## config.mk

```make
export PLATFORM = sky130hd
export DESIGN_NAME = fpmult_pipe
export DESIGN_NICKNAME = d
export VERILOG_FILES = /design/src/rtl/fpmult_pipe.sv
export SDC_FILE = /design/constraint.sdc
export NUM_CORES = 2
export LEC_CHECK = 0
export BUFFER_PORTS_ARGS = -buffer_cell sky130_fd_sc_hd__buf_4
export CAP_MARGIN = 25
export CORE_ASPECT_RATIO = 0.9
export CORE_MARGIN = 2
export CORE_UTILIZATION = 36
export DETAILED_ROUTE_END_ITERATION = 7
export PLACE_DENSITY = 0.52
export REMOVE_ABC_BUFFERS = 1
export SLEW_MARGIN = 20
export SYNTH_ARGS = -nofsm -noshare
export SYNTH_HDL_FRONTEND = slang
export SYNTH_SLANG_ARGS = --single-unit
export TNS_END_PERCENT = 1
```

## constraint.sdc

```tcl
create_clock -name clk -period 15.1 [get_ports clk]
set_input_delay 3.02 -clock clk [delete_from_list [all_inputs] [get_ports clk]]
set_output_delay 3.02 -clock clk [all_outputs]
set_load 0.02 [all_outputs]
```

## src/rtl/fpmult_pipe.sv

```systemverilog
// fpmult_pipe: fully pipelined floating-point multiplier with parametrised field widths,
// round-to-nearest-even, flush-to-zero, exception flags and valid/ready backpressure.
module fpmult_pipe #(
    parameter int EXP_W = 8,
    parameter int MAN_W = 23
) (
    input  logic                 clk,
    input  logic                 reset,
    input  logic                 in_valid,
    output logic                 in_ready,
    input  logic [EXP_W+MAN_W:0] dataa,
    input  logic [EXP_W+MAN_W:0] datab,
    output logic                 out_valid,
    input  logic                 out_ready,
    output logic [EXP_W+MAN_W:0] result,
    output logic [3:0]           flags
);
    localparam int W  = 1 + EXP_W + MAN_W;
    localparam int EW = EXP_W + 2;
    localparam int PW = 2 * (MAN_W + 1);
    localparam logic signed [EW-1:0] BIAS = EW'((2 ** (EXP_W - 1)) - 1);
    localparam logic signed [EW-1:0] EMAX = EW'((2 ** EXP_W) - 1);

    logic en;
    assign en       = !out_valid || out_ready;
    assign in_ready = en;

    function automatic logic [MAN_W:0] rne_round(input logic [MAN_W-1:0] frac,
                                                 input logic grd, input logic stk);
        logic up;
        up = grd && (stk || frac[0]);
        return {1'b0, frac} + {{MAN_W{1'b0}}, up};
    endfunction

    // Returns {flags, result}: saturate to inf on overflow, flush to zero on underflow.
    function automatic logic [W+3:0] pack_finite(input logic sign,
                                                 input logic signed [EW-1:0] ex,
                                                 input logic [MAN_W:0] rnd,
                                                 input logic inexact);
        logic signed [EW-1:0] e;
        e = ex + $signed({{(EW-1){1'b0}}, rnd[MAN_W]});
        if (e >= EMAX)
            return {4'b0101, sign, {EXP_W{1'b1}}, {MAN_W{1'b0}}};
        else if (e[EW-1] || e == '0)
            return {4'b0011, sign, {(EXP_W+MAN_W){1'b0}}};
        else
            return {3'b000, inexact, sign, e[EXP_W-1:0], rnd[MAN_W-1:0]};
    endfunction

    logic                 vld_p0, vld_p1, vld_p2;
    logic [W-1:0]         a_p0, b_p0;
    logic                 sign_p1, nan_p1, inf_p1, zero_p1;
    logic signed [EW-1:0] exp_p1;
    logic [PW-1:0]        prod_p1;
    logic                 sign_p2, nan_p2, inf_p2, zero_p2, grd_p2, stk_p2;
    logic signed [EW-1:0] exp_p2;
    logic [MAN_W-1:0]     frac_p2;

    // ---- stage 1: unpack, classify, exponent sum, mantissa product ----
    logic [EXP_W-1:0]     ea, eb;
    logic [MAN_W-1:0]     fa, fb;
    logic                 za, zb, ia, ib, na, nb;
    logic                 nan_s1, inf_s1, zero_s1;
    logic signed [EW-1:0] exp_s1;
    logic [PW-1:0]        prod_s1;

    assign ea      = a_p0[W-2 -: EXP_W];
    assign eb      = b_p0[W-2 -: EXP_W];
    assign fa      = a_p0[MAN_W-1:0];
    assign fb      = b_p0[MAN_W-1:0];
    assign za      = (ea == '0);
    assign zb      = (eb == '0);
    assign ia      = (ea == '1) && (fa == '0);
    assign ib      = (eb == '1) && (fb == '0);
    assign na      = (ea == '1) && (fa != '0);
    assign nb      = (eb == '1) && (fb != '0);
    assign nan_s1  = na || nb || (ia && zb) || (ib && za);
    assign inf_s1  = !nan_s1 && (ia || ib);
    assign zero_s1 = !nan_s1 && !inf_s1 && (za || zb);
    assign exp_s1  = $signed({2'b00, ea}) + $signed({2'b00, eb}) - BIAS;
    assign prod_s1 = PW'({1'b1, fa}) * PW'({1'b1, fb});

    // ---- stage 2: normalise product from [1,4) to [1,2), extract guard/sticky ----
    logic [PW-2:0]        norm_s2;
    logic signed [EW-1:0] exp_s2;

    assign norm_s2 = prod_p1[PW-1] ? prod_p1[PW-2:0] : {prod_p1[PW-3:0], 1'b0};
    assign exp_s2  = exp_p1 + $signed({{(EW-1){1'b0}}, prod_p1[PW-1]});

    // ---- stage 3: round, range check, special-case override ----
    logic [MAN_W:0] rnd_s3;
    logic [W+3:0]   pack_s3;

    always_comb begin
        rnd_s3 = rne_round(frac_p2, grd_p2, stk_p2);
        if (nan_p2)
            pack_s3 = {4'b1000, 1'b0, {EXP_W{1'b1}}, 1'b1, {(MAN_W-1){1'b0}}};
        else if (inf_p2)
            pack_s3 = {4'b0000, sign_p2, {EXP_W{1'b1}}, {MAN_W{1'b0}}};
        else if (zero_p2)
            pack_s3 = {4'b0000, sign_p2, {(EXP_W+MAN_W){1'b0}}};
        else
            pack_s3 = pack_finite(sign_p2, exp_p2, rnd_s3, grd_p2 || stk_p2);
    end

    always_ff @(posedge clk or negedge reset) begin
        if (!reset) begin
            vld_p0    <= 1'b0;
            vld_p1    <= 1'b0;
            vld_p2    <= 1'b0;
            out_valid <= 1'b0;
            result    <= '0;
            flags     <= '0;
        end else if (en) begin
            vld_p0    <= in_valid;
            vld_p1    <= vld_p0;
            vld_p2    <= vld_p1;
            out_valid <= vld_p2;
            result    <= pack_s3[W-1:0];
            flags     <= pack_s3[W+3:W];
        end
    end

    always_ff @(posedge clk) begin
        if (en) begin
            a_p0    <= dataa;
            b_p0    <= datab;
            sign_p1 <= a_p0[W-1] ^ b_p0[W-1];
            nan_p1  <= nan_s1;
            inf_p1  <= inf_s1;
            zero_p1 <= zero_s1;
            exp_p1  <= exp_s1;
            prod_p1 <= prod_s1;
            sign_p2 <= sign_p1;
            nan_p2  <= nan_p1;
            inf_p2  <= inf_p1;
            zero_p2 <= zero_p1;
            exp_p2  <= exp_s2;
            frac_p2 <= norm_s2[PW-2 -: MAN_W];
            grd_p2  <= norm_s2[PW-2-MAN_W];
            stk_p2  <= |norm_s2[PW-3-MAN_W:0];
        end
    end

endmodule

```

After elaboration in Yosys (flattened, before gate mapping)
Index checks and enable logic that the tools add are counted.
Storage, ports and cells
  bits in writable memories: 0
  word-level logic and storage cells: 68
  latch bits: 0
  flip-flop bits (word level): 205
  ROM bits: 0
  output and inout bits: 38
  memories: 0
  input bits: 68
Cells by class
  div/mod/pow operators: 0
  reduce and logical (&&, ||, !) cells: 30
  multiplexer cells: 6
  equal/unequal tests: 2
  shift-type cells: 0
  multiply operators: 1
  order comparisons: 1
  bitwise operators: 1
  add/sub/neg operators: 5
Operator list (count)
  $mux 35: 3
  $mul 24x24->48: 1
  $mux 47: 1
  $logic_not 23->1: 2
  $reduce_bool 23->1: 2
  $mux 36: 1
  $mux 34: 1
  $add 23x1->24: 1
  $reduce_or 23->1: 1
  $add 10x2->10: 2
  $eq 8x8->1 const B: 2
  $logic_not 8->1: 2
  $ge 10x9->1 const B: 1
  $logic_and 1x1->1: 10
  $logic_not 10->1: 1
  $sub 9x7->10 const B: 1
  $add 8x8->9: 1
  $logic_or 1x1->1: 9
  $logic_not 1->1: 3
  $xor 1x1->1: 1

Depth between registers and ports, before layout
  depth after elaboration: 11
  mapped depth: 27
  depth with buffers taken out: 25

Least setup slack after synthesis
OpenSTA, ideal clock, no wires.
  path type: input -> output
  start point: in out_ready
  end point: out in_ready
  setup slack: 3.962 ns
  data required time: 12.080 ns
  path buffers: 2
  arrival: 8.118 ns
  cell stages on the path: 4
  cell sequence: nor2b_1 -> clkbuf_1 -> clkinv_1 -> clkbuf_1
Between the ends
  longest elaborated chain between the ends: 1
RTL lines
  from (decl): line 14  | input logic out_ready,
  $logic_or 1x1->1: line 25  | assign en = !out_valid || out_ready;
  to (decl): line 10  | output logic in_ready,
Every way passes these cells.

Final worst setup path
  start point: reg b_p0[8]
  end point: reg prod_p1[45], data pin
Between the ends
  longest elaborated chain between the ends: 1
RTL lines
  from (decl): line 51  | logic [W-1:0] a_p0, b_p0;
  from (signal assigned): line 127  | b_p0 <= datab;
  $mul 24x24->48: line 81  | assign prod_s1 = PW'({1'b1, fa}) * PW'({1'b1, fb});
  named net prod_s1[45]: line 65  | logic [PW-1:0] prod_s1;
  to (signal assigned): line 133  | prod_p1 <= prod_s1;
  to (decl): line 54  | logic [PW-1:0] prod_p1;
The timed path passes the listed nets, and every way through them passes these cells.
A chain may end at the register's enable or synchronous reset.

==> flow_summary.json <==
{
  "gp_congestion": 0.8981,
  "fmax_mhz": 123.8,
  "layout_setup_ws_ns": 7.020,
  "finalWirelength_mm": 76.62,
  "grt_util_all_layers": 0.2016,
  "synth_top_family_by_area": "adder cells",
  "ys_ff_latch": 205,
  "grt_antenna_before_repair": 0,
  "skew_ns": 0.01864,
  "finalSetupTns_ns": 0,
  "postRouteAntennaNets": 0,
  "ios": 106,
  "r2r_slack_ns": 7.02,
  "postSynthAreaPerCell_sq_um": 10.05,
  "drtIter0Drc": 1084,
  "period_share": 0.5351,
  "worst_slew_pin_slew_ns": 0.9926,
  "status": "finished, final reports clean",
  "synth_compound_area_frac": 0.04818,
  "cts_setup_buffers": 0,
  "nets": 3494,
  "reg2regPathDepth": 25,
  "synth_fa_ha_area_frac": 0.4483,
  "root_buffer": "clkbuf_16",
  "clockBufferDepth": 3,
  "yosysSeqAreaShare": 0.2207,
  "grt-ovfl-total": 0,
  "hold_depth": 0,
  "coreArea_sq_um": 74410,
  "grt_pass1_wl_mm": 119.4,
  "drc": 0,
  "yosysWarnings": 0,
  "first_pass_iters": 7,
  "synth_edf_count": 165,
  "post_cts_resized": 0,
  "grt_pass1_vias": 20160,
  "fin_crit_ns": 8.080,
  "grt_max_degree": 70,
  "dpl_worst_slack_ns": 7.051,
  "synthMuxAreaShare": 0.01039,
  "min-delay-start": "nan_p1$_DFFE_PP_",
  "wl_per_cell_um": 20.49,
  "hold_violations": 0,
  "worstReg2RegStart": "b_p0[8]$_DFFE_PP_",
  "cts-buffers-inserted": 25,
  "vias": 18710,
  "die_w_um": 292.6,
  "viasPerCell": 5.003,
  "cp_data_arrival_time_ns": 8.39,
  "synth_simple_gate_area_share": 0.1461,
  "path_clk_slew_ns": 0.06,
  "rows": 95,
  "cap_viol_max_count": 0,
  "place_area_sq_um": 28880,
  "final_max_slew_viol_count": 0,
  "synth_cells": 2686,
  "final_area_sq_um": 29810,
  "htree_levels": 1,
  "worstSetupPathType": "reg -> reg",
  "crit_required_ns": 15.41,
  "synth-async-reset-ratio": 0.1951,
  "slew_headroom": 0.3383,
  "layout-drive-gt1-share": 0.08671,
  "clock_latency_ns": 0.57,
  "min_to": "nan_p2$_DFFE_PP_",
  "syn2layout_area_growth_pct": 10.46,
  "startpoint_type": "register",
  "hold_class": "reg -> reg",
  "setup-violations-final": 0,
  "die_h_um": 263.7,
  "syn-cell-area_sq_um": 26980,
  "clock_sinks": 205,
  "critPathMaxFanout": 17,
  "cts_tree": "yes",
  "worstReg2RegEnd": "prod_p1[45]$_DFFE_PP_",
  "cts_hold_buffers": 0,
  "end_kind": "register",
  "hpwlAfterDp_mm": 57.24,
  "synthXorXnorAreaFrac": 0.02759,
  "portBuffers": 105,
  "dieArea_sq_um": 77170,
  "synth_cell_type_count": 75,
  "synthFlopType": "edfxtp_1",
  "grt_setup_unrepaired": "false",
  "initial_core_util": 0.3627
}
## logic make-up after synthesis
group,count (synthesis)
AND/OR/NAND/NOR,800
XOR/XNOR,85
flip-flops,205
multiplexers,25
AO/OA/AOI/OAI,193
adder cells (fa/ha/maj),677
buffers and inverters,701
## how the worst max path moves through the flow
stage / startpoint / end / cells past startpoint
after floorplan: out_ready / in_ready / 2
after global placement: b_p0[8]$_DFFE_PP_ / prod_p1[45]$_DFFE_PP_ / 25
after detailed placement: b_p0[8]$_DFFE_PP_ / prod_p1[45]$_DFFE_PP_ / 25
after CTS: b_p0[8]$_DFFE_PP_ / prod_p1[45]$_DFFE_PP_ / 25
after global routing: b_p0[8]$_DFFE_PP_ / prod_p1[45]$_DFFE_PP_ / 25
final: b_p0[8]$_DFFE_PP_ / prod_p1[45]$_DFFE_PP_ / 25
## cell type report
type	instances	area, sq um
Inverter	587	2211
Sequential cell	205	5956
Clock buffer	30	674.4
Antenna cell	1	2.502
Multi-Input combinational cell	1780	18370
Timing Repair Buffer	150	1145
Tap cell	970	1214
Clock inverter	16	237.7
Fill cell	7302	44600
## flip-flops by register name, summed over array words and instances (netlist names), 4 cells and up
signal,cells
a_p0,32
b_p0,32
exp_p1,10
exp_p2,10
flags,4
frac_p2,23
prod_p1,48
result,32
## critical path, cell delays in order (launching register included)
cell      delay (ns)
edfxtp_1        0.82
clkinv_1        0.53
nor2_1          0.24
fa_1            0.47
fa_1            0.52
inv_1           0.06
fa_1            0.49
inv_1           0.06
fa_1            0.49
inv_1           0.05
fa_1            0.54
inv_1           0.06
fa_1            0.48
inv_1           0.05
fa_1            0.49
inv_1           0.05
ha_1            0.32
a21o_1          0.18
a21o_1          0.20
a211oi_2        0.27
o21ai_1         0.11
o211ai_1        0.40
a22oi_2         0.23
a221oi_4        0.35
nor3_1          0.09
a311o_1         0.28
## cells in the mapped netlist (all sizes together), types with 31 or more instances
library cell,instances,area [sq um]
o21ai,47,235.2
nand2,338,1271
nor2,82,307.8
ha,194,2427
a21oi,53,284.0
edfxtp,165,4955
nand3,34,175.2
and2,244,1526
a21o,31,234.0
dfrtp,40,1001
clkbuf,107,412.9
fa,483,9669
xnor2,56,490.5
inv,583,2188
## routing by layer
layer  vias to the layer above  part of all wire  global-route usage
li1                       8333                 -                   -
met1                      9712              0.46              0.2870
met2                       559              0.46              0.3276
met3                       103             0.060             0.02692
met4                         0             0.023             0.04602
met5                         -                 0                   0
## per-stage QoR
step | utilization | hold WS (ns) | std cells
after floorplan | - | 0.4003 | 2572
after global placement | 0.3877 | 0.4039 | 3689
after detailed placement | 0.3881 | 0.4126 | 3691
after CTS | 0.4003 | 0.4293 | 3737
after global routing | 0.4005 | 0.4324 | 3738
final | 0.4006 | 0.4223 | 3739
## cell usage in the layout (no fill, tap or decap), types with 4 or more instances in the layout
cell / instances
nand2b_1: 4
o21ai_0: 22
o21a_1: 4
nor2_1: 82
and3_1: 13
inv_1: 583
edfxtp_1: 165
a31oi_1: 6
o21bai_1: 9
a21oi_1: 50
xnor2_1: 56
clkbuf_16: 25
xor2_1: 29
nor4_1: 21
nor3_1: 15
fa_1: 483
clkinv_1: 5
clkinvlp_4: 4
and4_1: 7
dfrtp_1: 40
nor2b_1: 8
a21o_1: 30
bufinv_16: 5
nand2_1: 337
o221a_2: 5
o21ai_1: 25
nand4_1: 18
mux2_2: 24
a211oi_1: 7
nand3_1: 33
buf_4: 147
ha_1: 194
and2_1: 244
o211ai_1: 5
Power is not shown: default switching activity piles up to over one toggle a cycle in this logic, so the estimate is an artifact.
